<file path="config.mk">
export PLATFORM = sky130hd
export DESIGN_NAME = rr_line_arbiter
export DESIGN_NICKNAME = d
export VERILOG_FILES = /design/src/rtl/rr_line_arbiter.sv
export SDC_FILE = /design/constraint.sdc
export NUM_CORES = 1
export LEC_CHECK = 0
export CAP_MARGIN = 10
export CORE_MARGIN = 1.5
export CORE_UTILIZATION = 40
export DETAILED_ROUTE_END_ITERATION = 12
export GPL_ROUTABILITY_DRIVEN = 0
export PLACE_DENSITY = 0.66
export SLEW_MARGIN = 20
export SYNTH_ARGS = -nofsm -noshare
export SYNTH_HDL_FRONTEND = slang
export SYNTH_SLANG_ARGS = --single-unit
export TNS_END_PERCENT = 10
</file>
<file path="constraint.sdc">
create_clock -name clk -period 3.7 [get_ports clk]
set_input_delay 0.74 -clock clk [delete_from_list [all_inputs] [get_ports clk]]
set_output_delay 0.74 -clock clk [all_outputs]
set_load 0.02 [all_outputs]
</file>
<file path="src/rtl/rr_line_arbiter.sv">
// ---------------------------------------------------------------------------
// rr_line_arbiter
//
// Round-robin arbiter and sequencer for the four-line scan datapath. It grants
// one of four requesters at a time and holds that grant for a bounded number
// of cycles. While a grant is active, the granted data line is routed onto a
// single registered output. The downstream one-hot line decoder/latch stage
// consumes grant and dout directly.
//
// Parameters
//   HOLD_W     width of hold_len and of the internal hold counter
//
// Ports
//   clk        rising-edge clock
//   rst_n      asynchronous active-low reset
//   req[3:0]   request levels, bit i = requester i
//   din[3:0]   data lines, bit i = line i
//   done       release pulse from the currently granted requester
//   hold_len   maximum grant length in cycles, sampled at grant (0 = unlimited)
//   grant[3:0] registered one-hot grant, 0 when idle
//   sel[1:0]   registered index of the current or last grant
//   busy       registered, high while a grant is active
//   dout       registered din[sel] while busy, else 0
//   rel_pulse  one-cycle pulse on the cycle after a grant ends
//   rel_cause  cause of the last release: 01 done, 10 request dropped,
//              11 hold timeout; holds until the next release
// ---------------------------------------------------------------------------
module rr_line_arbiter #(
  parameter int HOLD_W = 4
) (
  input  logic              clk,
  input  logic              rst_n,
  input  logic [3:0]        req,
  input  logic [3:0]        din,
  input  logic              done,
  input  logic [HOLD_W-1:0] hold_len,
  output logic [3:0]        grant,
  output logic [1:0]        sel,
  output logic              busy,
  output logic              dout,
  output logic              rel_pulse,
  output logic [1:0]        rel_cause
);

  typedef enum logic {
    IDLE  = 1'b0,
    GRANT = 1'b1
  } state_t;

  localparam logic [1:0] CAUSE_DONE = 2'b01;
  localparam logic [1:0] CAUSE_DROP = 2'b10;
  localparam logic [1:0] CAUSE_HOLD = 2'b11;

  state_t            state_reg;
  logic [1:0]        ptr_reg;
  logic [1:0]        sel_reg;
  logic [3:0]        grant_reg;
  logic              busy_reg;
  logic              dout_reg;
  logic              rel_pulse_reg;
  logic [1:0]        rel_cause_reg;
  logic [HOLD_W-1:0] cnt_reg;
  logic [HOLD_W-1:0] hold_q_reg;

  // -------------------------------------------------------------------------
  // Round-robin winner search.
  // Candidate k is requester ptr+1+k (mod 4). Candidate 0 therefore follows
  // the last winner, and candidate 3 is the last winner itself.
  // -------------------------------------------------------------------------
  logic [1:0] cand_idx [4];
  logic [3:0] cand_req;
  logic [1:0] win_idx;
  logic [3:0] win_onehot;
  logic       win_valid;

  genvar gi;
  generate
    for (gi = 0; gi < 4; gi++) begin : g_cand
      assign cand_idx[gi] = ptr_reg + 2'(gi + 1);
      assign cand_req[gi] = req[cand_idx[gi]];
    end
  endgenerate

  // The loop runs from the lowest to the highest priority candidate, so the
  // last assignment made belongs to the first asserted candidate.
  always_comb begin
    win_idx = cand_idx[3];
    for (int k = 3; k >= 0; k--) begin
      if (cand_req[k]) begin
        win_idx = cand_idx[k];
      end
    end
  end

  assign win_valid = |req;

  generate
    for (gi = 0; gi < 4; gi++) begin : g_onehot
      assign win_onehot[gi] = (win_idx == 2'(gi));
    end
  endgenerate

  // -------------------------------------------------------------------------
  // Release conditions while a grant is active.
  // The hold timeout fires when the counter reaches hold_q-1. Because the
  // counter starts at 0 on the grant edge, a grant with hold_q = H lasts
  // exactly H cycles. When hold_q is 0 the timeout is disabled, and the
  // saturated counter never produces a release.
  // -------------------------------------------------------------------------
  logic       rel_done;
  logic       rel_drop;
  logic       rel_hold;
  logic       release_now;
  logic [1:0] cause_next;

  assign rel_done    = done;
  assign rel_drop    = ~req[sel_reg];
  assign rel_hold    = (hold_q_reg != '0) &&
                       (cnt_reg == hold_q_reg - HOLD_W'(1));
  assign release_now = rel_done | rel_drop | rel_hold;

  // When several release conditions hold at once, done outranks a dropped
  // request, and a dropped request outranks the hold timeout.
  always_comb begin
    cause_next = CAUSE_HOLD;
    if (rel_done) begin
      cause_next = CAUSE_DONE;
    end else if (rel_drop) begin
      cause_next = CAUSE_DROP;
    end
  end

  // -------------------------------------------------------------------------
  // Sequencer FSM. All outputs are registered here.
  // Reset during a grant aborts it outright, so reset never produces a
  // release pulse and never updates the release cause.
  // -------------------------------------------------------------------------
  always_ff @(posedge clk or negedge rst_n) begin
    if (!rst_n) begin
      state_reg     <= IDLE;
      ptr_reg       <= 2'd3;   // requester 0 searched first after reset
      sel_reg       <= 2'd0;
      grant_reg     <= 4'b0000;
      busy_reg      <= 1'b0;
      dout_reg      <= 1'b0;
      rel_pulse_reg <= 1'b0;
      rel_cause_reg <= 2'b00;
      cnt_reg       <= '0;
      hold_q_reg    <= '0;
    end else begin
      rel_pulse_reg <= 1'b0;
      case (state_reg)
        IDLE: begin
          grant_reg <= 4'b0000;
          busy_reg  <= 1'b0;
          dout_reg  <= 1'b0;
          if (win_valid) begin
            state_reg  <= GRANT;
            sel_reg    <= win_idx;
            ptr_reg    <= win_idx;
            grant_reg  <= win_onehot;
            busy_reg   <= 1'b1;
            dout_reg   <= din[win_idx];
            hold_q_reg <= hold_len;
            cnt_reg    <= '0;
          end
        end
        GRANT: begin
          if (release_now) begin
            state_reg     <= IDLE;
            grant_reg     <= 4'b0000;
            busy_reg      <= 1'b0;
            dout_reg      <= 1'b0;
            rel_pulse_reg <= 1'b1;
            rel_cause_reg <= cause_next;
          end else begin
            if (cnt_reg != '1) begin
              cnt_reg <= cnt_reg + HOLD_W'(1);
            end
            dout_reg <= din[sel_reg];
          end
        end
        default: begin
          state_reg <= IDLE;
        end
      endcase
    end
  end

  assign grant     = grant_reg;
  assign sel       = sel_reg;
  assign busy      = busy_reg;
  assign dout      = dout_reg;
  assign rel_pulse = rel_pulse_reg;
  assign rel_cause = rel_cause_reg;

endmodule

</file>
## After elaboration in Yosys (flattened, before gate mapping)

Cells that the tools add are included.

- Mux-type cells: 34
- Eq/ne operators: 9
- Divide/modulo/power cells: 0
- Shifts and indexed selects: 0
- Reductions and logical operators: 7
- Bitwise gates (word level): 4
- $add $sub $neg: 5
- Multipliers: 0
- Order comparisons: 5

Operator list:

| operator | count |
|---|---|
| $mux 4 | 5 |
| $pmux 4 s2 | 2 |
| $lt 2x3->1 const B | 5 |
| $mux 1 | 14 |
| $bmux 1 s2 | 6 |
| $mux 2 | 4 |
| $pmux 1 s2 | 3 |
| $add 2x2->2 const B | 2 |
| $add 4x1->4 const B | 1 |
| $eq 2x2->1 const B | 2 |
| $eq 4x4->1 | 1 |
| $ne 2x1->1 const B | 2 |
| $ne 2x2->1 const B | 2 |
| $ne 4x4->1 const B | 1 |
| $reduce_and 2->1 | 2 |
| $reduce_bool 4->1 | 1 |
| $reduce_or 4->1 | 1 |
| $sub 4x1->4 const B | 1 |
| $reduce_and 3->1 | 1 |
| $add 2x1->2 const B | 1 |
| $eq 2x1->1 const B | 1 |
| $logic_not 2->1 | 1 |
| $not 1->1 | 2 |
| $or 1x1->1 | 2 |
| $logic_and 1x1->1 | 1 |

- Memories kept: 0
- Latch bits: 0
- Input port bits: 15
- Output and inout bits: 11
- Memory bits (writable): 0
- Word-level logic and storage cells: 74
- Flip-flop bits (word level): 22
- Memory bits (read-only): 0

## Logic depth before layout (Yosys ltp)

Gate-level depths: netlist (run 1).

- Word-level depth: 10
- Mapped depth: 8
- Gate-level depth less buffers: 7

## Worst setup path after synthesis (run 1)

Ideal clock, no wire load.

- Path type: input port to flip-flop
- From: input req[3]
- To: register state_reg
- Required time: 3576 ps
- Arrival time: 1921 ps
- Stages on the path: 6
- Buffers on the path: 1
- Library setup time: 124 ps
- Path slack: 1655 ps
- Cells stage by stage: mux4_2 inv_1 a311oi_4 and2_1 buf_6 or2_1

- Longest elaborated chain between the ends: 7
- Elaborated cells between the ends (all ways): 9
- Those cells by class: mux: 5; bitwise: 3; reduce/logical: 1

RTL lines:

| what | line | text |
|---|---|---|
| from (decl) | 33 | `input logic [3:0] req,` |
| $bmux 1 s2 | 117 | `assign rel_drop = ~req[sel_reg];` |
| $mux 1 (implied by the code) | 117 |  |
| $not 1->1 | 117 |  |
| $or 1x1->1 (2 in series) | 120 | `assign release_now = rel_done \| rel_drop \| rel_hold;` |
| $mux 1 | 169 | `if (release_now) begin` |
| $pmux 1 s2 * | 152 | `case (state_reg)` |
| to (signal assigned) | 158 | `state_reg <= GRANT;` |
| to (signal assigned) | 170 | `state_reg <= IDLE;` |
| to (signal assigned) | 184 | `state_reg <= IDLE;` |
| to (decl) | 54 | `state_t state_reg;` |

Every way passes the cells marked *; elsewhere a longest branch is shown, timed or not. The select of a mux whose other input is x is not followed.
A chain may end at the register's enable or synchronous reset.

## Final worst setup path (run 1)

- From: input req[3]
- To: register cnt_reg[3]

- Longest elaborated chain between the ends: 7
- Elaborated cells between the ends (all ways): 9
- Those cells by class: eq/ne: 2; mux: 2; bitwise: 3; reduce/logical: 2

RTL lines:

| what | line | text |
|---|---|---|
| $bmux 1 s2 | 117 |  |
| $mux 1 (implied by the code) | 117 |  |
| $not 1->1 | 117 |  |
| $or 1x1->1 (2 in series) | 120 |  |
| $ne 2x2->1 (no source line) | n/a |  |
| $reduce_and 3->1 (no source line) * | n/a |  |
| to (signal assigned) | 178 | `cnt_reg <= cnt_reg + HOLD_W'(1);` |
| to (decl) | 62 | `logic [HOLD_W-1:0] cnt_reg;` |

Marks and branches as above.

==> results of run 1 <==
-- worst max-delay path: cells and delay by family --
| family | cells | cell delay (ns) |
|---|---|---|
| AOI/OAI and AO/OA | 2 | 0.59 |
| buffers and inverters | 2 | 0.64 |
| muxes | 1 | 0.25 |
| and+or+nand+nor | 1 | 0.38 |
-- worst paths after layout --
check / startpoint / endpoint / slack, ns / cells after the start
setup / recovery: req[3] / cnt_reg[3] / 1.25 / 6
setup reg to reg: hold_q_reg[0] / cnt_reg[3] / 1.53 / 7
hold reg to reg: grant[0] / grant[0] / 0.50 / 1
hold / removal: rst_n / cnt_reg[1] / 0.38 / 1
min in group clk: grant[0] / grant[0] / 0.50 / 1
max in group asynchronous: rst_n / ptr_reg[1] / 2.97 / 1
-- where the power goes --
part	internal [W]	total [W]	leakage (nW)	switching [W]
Clock	0.0000600	0.000131	0.0210	0.0000714
Combinational	0.000330	0.000674	0.329	0.000343
Sequential	0.000354	0.000469	0.271	0.000115
Total	0.000744	0.00127	0.621	0.000529
-- kinds of logic (layout without fill, tap and decap cells) --
group           Yosys count  count (layout)  share of synthesized area [%]
xor+xnor                  6               6                           4.43
buf+inv                  11              36                           4.11
flops                    22              22                           46.6
simple gates             27              27                           11.7
mux                       7               7                           8.23
compound gates           33              33                           22.8
fa+ha+maj                 2               2                           2.11
-- metrics by stage --
step	hold slack [ns]	total power, W	utilization [%]	instance area [um2]
6_report	0.376	0.00127	53.4	1490
3_3_place_gp	0.475	0.00114	52.2	1450
3_5_place_dp	0.479	0.00115	52.2	1450
2_1_floorplan	0.444	0.000938	-	1190
4_1_cts	0.508	0.00129	53.5	1490
5_1_grt	0.395	0.00137	53.4	1490
-- cells in the mapped netlist (all sizes together) (3+ instances only) --
cell     n  area share, %
dfrtp   20             42
nand2    9            2.8
inv      7            2.2
o21ai    6            2.5
a21oi    4            1.7
o21a     4            2.5
xnor2    4            3.0
a311oi   3            4.2
a31oi    3            1.6
clkbuf   3           0.95
mux2i    3            2.5
nor2     3           0.95
-- layout make-up --
cell class / count / area share [%]
Clock buffer: 4 / 2.44
Sequential cell: 22 / 37.2
Timing Repair Buffer: 25 / 16.5
Inverter: 7 / 1.77
Multi-Input combinational cell: 75 / 39.5
Tap cell: 31 / 2.61
-- routing by layer --
layer	track usage, %	share of wire [%]	vias up
met3	2.72	3.1	2
met1	22.4	49	448
met5	0	0	-
met4	5.98	0.73	0
li1	-	-	455
met2	22.9	47	17
==> flow_summary.toml, run 1 <==
[placed_design]
dp.final_hpwl_um = 1760
port_buffers = 25
place_ws_ns = 0.812
dpl.cell_count = 160

[sta]
timing.final.crit_share_pct = 66.3
slew_violations = 0
setup_ws_ns = 1.25
period_needed_ns = 2.45
relSlewSlack_pct = 56.3
fin_skew_ns = 0.00414
fmax_ghz = 0.408
worstMarginPinSlew_ns = 0.655
final-hold-violation-count = 0
setup_tns_ns = 0
finalSetupViolCount = 0
grt_setup_unrepaired = "no"

[global_route]
gr-usage-all-layers_pct = 15.4
antenna_found_initial = 0
grt_pass1_vias = 907
grt_pass1_wl_um = 3970
overflow = 0
grt_max_degree = 23

[clocking]
hold_buffers = 0
post_cts_buffers = 0
cts_tree = "built"
clk_pin_slew_ns = 0.12
postCtsResizedCells = 0
cts_buffers = 3
cts_root_buf = "clkbuf_4"
h-tree-depth = 1
clock_latency_ns = 0.30
ctsLongestPathBuffers = 2
cts_sinks = 22

[status]
outcome = "finished clean"

[routing]
drc = 0
drtIter0Drc = 21
drtPass1Iterations = 4
vias_per_cell = 5.62
routed_wl_um = 2340
via_count = 922
postRouteAntennaNets = 0
wire_per_inst_um = 14.3

[finish]
multiInputGateArea_um2 = 587
fin_cells = 164
seqCellArea_um2 = 553
layout_common_cells = "24 x clkdlybuf4s50_1, 20 x dfrtp_1, 9 x nand2_1, 7 x inv_1, 6 x o21ai_0"
area_growth_syn_to_layout_pct = 25.3
fill_cells = 277
antenna_cells = 0
fin_nets = 151
final_common_cell = "clkdlybuf4s50_1"
drive_above_1_share_pct = 12.8

[yosys]
netlist_area_um2 = 1190
ys_types = 41
synth_top_flop_cell = "dfrtp_1"
synth-edff-count = 0
async_reset_ff_share_pct = 100
syn-num-nets = 125
avgSynthCellArea_um2 = 11.0
synthCells = 108
ys_seq_elements = 22
synth_warnings = 0
yosysSeqAreaShare_pct = 46.6

[critical_path]
cp_max_fo = 9
critical_path.startpoint_type = "input port"
cp_cell_sequence = "clkdlybuf4s50_1 > mux4_2 > inv_1 > a311oi_4 > and2_1 > a311oi_1"
cp-end-kind = "flip-flop"
worstPathArrival_ns = 2.62
slowest_stage = "clkdlybuf4s50_1"
critPathRequiredTime_ns = 3.86
crit_type = "in2reg"
max_stage_delay_ns = 0.55

[die]
die_x_um = 57.5
core-area_um2 = 2780
start_util_pct = 42.6
row_count = 19
fp.dieArea_um2 = 3300
ios = 26
die_h_um = 57.5

[pwr]
ir_drop_mv = 0.450
total_leakage_power_nw = 0.621
power_density_nw_per_um2 = 857

[min_path]
hold_class = "in2async"

[flow_run]
max-cap-violations = 0
No activity file was read; power rests on OpenSTA's default activity.
==> inputs of run 2 (changes only) <==
clock period = 2.5 ns   (was 3.7 ns; I/O delays follow)
==> run 2 against run 1 <==
  * Sequential cell count unchanged
  * Clock-buffer cell count down 1
  * Worst hold slack better by 0.13 ns
  * Final cell count up 2.4%
  * Clock power up 110%
  * Combinational power up 53%
  * Power up 57%
  * Highest routed layer unchanged
==> flow_summary.toml, run 2 (synthesis gave the netlist of run 1 again) <==
[routing]
wire_per_inst_um = 14.1
drtIter0Drc = 24
vias_per_cell = 5.58
routed_wl_um = 2380
postRouteAntennaNets = 0
drtPass1Iterations = 4
drc = 0
via_count = 938

[finish]
final_area_um2 = 1540
drive_above_1_share_pct = 13.9
fin_nets = 155
antenna_cells = 0
layout_common_cells = "25 x clkdlybuf4s50_1, 20 x dfrtp_1, 9 x nand2_1, 7 x inv_1, 6 x o21ai_0"
area_growth_syn_to_layout_pct = 29.4
final_common_cell = "clkdlybuf4s50_1"
fin_cells = 168

[critical_path]
worstPathArrival_ns = 2.22
reg2regPathDepth = 7
critPathRequiredTime_ns = 2.72
crit_type = "in2reg"
cp_max_fo = 8
cp-end-kind = "flip-flop"
critical_path.startpoint_type = "input port"

[sta]
fin_skew_ns = 0.00353
period_needed_ns = 2.00
slew_violations = 0
relSlewSlack_pct = 61.3
fmax_ghz = 0.500
finalSetupViolCount = 0
worstMarginPinSlew_ns = 0.580
setup_tns_ns = 0
timing.final.crit_share_pct = 79.9
final-hold-violation-count = 0
grt_setup_unrepaired = "no"

[global_route]
grt_pass1_vias = 877
gr-usage-all-layers_pct = 16.1
grt_pass1_wl_um = 4050
grt_max_degree = 17
overflow = 0
antenna_found_initial = 0

[placed_design]
dp.final_hpwl_um = 1890
dpl_cell_area_um2 = 1480
port_buffers = 25
dpl.cell_count = 164

[clocking]
cts_root_buf = "clkbuf_4"
clock_latency_ns = 0.31
post_cts_buffers = 0
cts_tree = "built"
cts_buffers = 3
cts_sinks = 22
postCtsResizedCells = 0
h-tree-depth = 1
clk_pin_slew_ns = 0.13
hold_buffers = 0
ctsLongestPathBuffers = 2

[pwr]
ir_drop_mv = 0.794
total_leakage_power_nw = 0.647
power_density_nw_per_um2 = 1300

[die]
fp.dieArea_um2 = 3300
die_h_um = 57.5
ios = 26
die_x_um = 57.5
core-area_um2 = 2780
row_count = 19
start_util_pct = 42.6

[flow_run]
max-cap-violations = 0

[status]
outcome = "finished clean"

[min_path]
hold_class = "in2async"
[run 2: critical path, stage by stage]
cell             delay [ns]
clkdlybuf4s50_1        0.48
mux4_2                 0.49
inv_1                  0.14
a311oi_4               0.06
and2_1                 0.28
a22o_1                 0.26
[run 2: final timing paths]
check / start / end / slack, ns
setup reg to reg: hold_q_reg[0] / grant[3] / 0.53
setup / recovery: req[3] / grant[3] / 0.50
hold / removal: rst_n / grant[0] / 0.50
max in group asynchronous: rst_n / hold_q_reg[0] / 1.44
min in group clk: busy / busy / 0.51
hold reg to reg: busy / busy / 0.51
[run 2: cell type report]
| class | instances | area [um2] |
|---|---|---|
| Clock buffer | 3 | 22.5 |
| Clock inverter | 1 | 30.0 |
| Fill cell | 246 | 1250 |
| Inverter | 7 | 26.3 |
| Multi-Input combinational cell | 75 | 584 |
| Sequential cell | 22 | 553 |
| Tap cell | 31 | 38.8 |
| Timing Repair Buffer | 29 | 280 |
[run 2: stage by stage]
step	power [W]	worst slack, ns	hold slack [ns]	util, %
final	0.00199	0.502	0.504	55.2
after global routing	0.00214	0.423	0.513	55.2
after CTS	0.00202	0.513	0.508	55.2
after detailed placement	0.00174	0.157	0.478	53.3
after global placement	0.00172	0.207	0.491	53.3
after floorplan	0.00139	0.555	0.204	-
[run 2: where the power goes]
part	total, W	internal, W	switching, W
Sequential	0.000692	0.000524	0.000168
Clock	0.000274	0.000162	0.000112
Combinational	0.00103	0.000516	0.000510
Total	0.00199	0.00120	0.000791
[run 2: layer usage]
metal | up-vias | track usage, % | wire length [um] | part of all wire [%]
met1 | 449 | 22.0 | 1130 | 47
met2 | 23 | 25.2 | 1120 | 47
met5 | - | 0 | 0 | 0
met4 | 0 | 4.98 | 34 | 1.4
li1 | 461 | - | - | -
met3 | 5 | 4.08 | 97 | 4.1
==> inputs of run 3 (changes only) <==
clock period = 2 ns   (was 2.5 ns; I/O delays follow)
==> run 3 against run 2 <==
  * Final cell count up 9.5%
  * Global-route usage grew 1.9 points
  * Sequential power up 20%
  * Sequential share of layout area down 3.4 points
  * Non-clock buffer count up 16
  * Clock power grew 23%
  * Sequential cell count unchanged
  * Wire length grew 11%
  * Power increased by 42%
  * Final area up 10%
  * Largest power group unchanged
  * Highest routed layer unchanged
==> flow_summary.toml, run 3 (synthesis gave the netlist of run 1 again) <==
[sta]
finalSetupViolCount = 0
timing.final.crit_share_pct = 94.8
final-hold-violation-count = 0
period_needed_ns = 1.90
relSlewSlack_pct = 68.6
grt_setup_unrepaired = "no"
slew_violations = 0
fin_skew_ns = 0.00481
fmax_ghz = 0.528
worstMarginPinSlew_ns = 0.467

[finish]
final_common_cell = "clkdlybuf4s50_1"
fill_cells = 224
fin_cells = 184
antenna_cells = 0
drive_above_1_share_pct = 25.5
layout_common_cells = "25 x clkdlybuf4s50_1, 20 x dfrtp_1, 19 x buf_4, 9 x nand2_1, 7 x inv_1"
area_growth_syn_to_layout_pct = 42.9
fin_nets = 171
post-route-util_pct = 61.0

[global_route]
grt_max_degree = 23
gr-usage-all-layers_pct = 18.0
grt_pass1_wl_um = 4630
antenna_found_initial = 0
overflow = 0
grt_pass1_vias = 1025

[critical_path]
cp-end-kind = "flip-flop"
cp_cell_sequence = "clkdlybuf4s50_1 > buf_4 > nor4_1 > nor2_1 > buf_4 > a21oi_1 > nand2_1 > o211ai_1"
crit_top_cell = "buf_4"
critical_path.startpoint_type = "input port"
reg2regPathDepth = 8
max_stage_delay_ns = 0.46
critPathRequiredTime_ns = 2.23
path_buf_inv = 3
path_depth = 8
crit_type = "in2reg"
worstPathArrival_ns = 2.13
cp_max_fo = 5
crit_family = "buffers and inverters"
slowest_stage = "nor4_1"

[routing]
wire_per_inst_um = 14.4
routed-wl-met3_um = 76
route.met2.wl_um = 1400
route.layer.met1.wl_um = 1150
postRouteAntennaNets = 0
dr.max_layer_used = "met4"
vias_per_cell = 5.48
drtIter0Drc = 22
drc = 0
routed_wl_um = 2640
via_count = 1009
drtPass1Iterations = 4

[pwr]
power_density_nw_per_um2 = 1680
power.total_w = 0.00284
total_leakage_power_nw = 0.736
ir_drop_mv = 1.07

[die]
row_count = 19
fp.dieArea_um2 = 3300
start_util_pct = 42.6
ios = 26
core-area_um2 = 2780
die_x_um = 57.5
die_h_um = 57.5

[clocking]
clock_latency_ns = 0.31
cts_sinks = 22
ctsLongestPathBuffers = 2
cts_buffers = 3
cts_root_buf = "clkbuf_4"
clk_pin_slew_ns = 0.12
h-tree-depth = 1
cts_tree = "built"
hold_buffers = 0

[placed_design]
dpl.cell_count = 177
dp.final_hpwl_um = 2000
port_buffers = 25

[status]
outcome = "finished clean"

[flow_run]
max-cap-violations = 0

[min_path]
hold_class = "in2async"
## run 3: report_power, final
group / switching, W / internal [W] / total [W]
combinational: 0.000783 / 0.000887 / 0.00167
sequential: 0.000176 / 0.000656 / 0.000832
clock: 0.000136 / 0.000203 / 0.000338
## run 3: area by class of cell
| cell class | instances | area, um2 | share of cell area [%] |
|---|---|---|---|
| Sequential cell | 22 | 553 | 32.6 |
| Multi-Input combinational cell | 75 | 621 | 36.6 |
| Clock inverter | 1 | 30.0 | 1.77 |
| Inverter | 7 | 26.3 | 1.55 |
| Clock buffer | 3 | 22.5 | 1.33 |
| Tap cell | 31 | 38.8 | 2.29 |
| Timing Repair Buffer | 45 | 404 | 23.8 |
## run 3: through the flow
stage | setup WS [ns] | area, um2 | hold WS, ns | setup TNS [ns]
after floorplan | 0.0545 | 1190 | 0.104 | 0
after global placement | -0.0999 | 1580 | 0.478 | -0.807
after detailed placement | -0.184 | 1580 | 0.487 | -1.84
after CTS | 0.0173 | 1660 | 0.423 | 0
after global routing | 0.0000402 | 1700 | 0.413 | 0
final | 0.104 | 1700 | 0.420 | 0
## run 3: path summary, 6_finish.rpt
path / from / endpoint / slack [ns]
worst max-delay path: req[3] / cnt_reg[0] / 0.10
worst min-delay path: rst_n / grant[0] / 0.42
worst max register to register: hold_q_reg[0] / cnt_reg[2] / 0.15
worst min register to register: busy / busy / 0.51
max in group asynchronous: rst_n / ptr_reg[0] / 1.29
min in group clk: busy / busy / 0.51
## run 3: worst reg2reg max path: stages (launching register included)
cell	delay [ns]
dfrtp_1	0.40
inv_1	0.11
ha_4	0.22
xnor2_2	0.18
a211oi_4	0.07
a311oi_4	0.32
buf_6	0.16
a31oi_2	0.10
a311oi_2	0.21
## run 3: what timing repair did
item	CTS	global route
hold endpoints to repair	0	0
endpoints found under the setup margin	5	5
resized for setup	4	3
buffers inserted	2	1
pin swaps	1	5
## run 3: layer usage
layer | vias to the layer above | global-route usage, %
met5 | - | 0
met4 | 0 | 2.66
met3 | 2 | 4.99
met2 | 17 | 31.3
met1 | 498 | 22.7
li1 | 492 | -
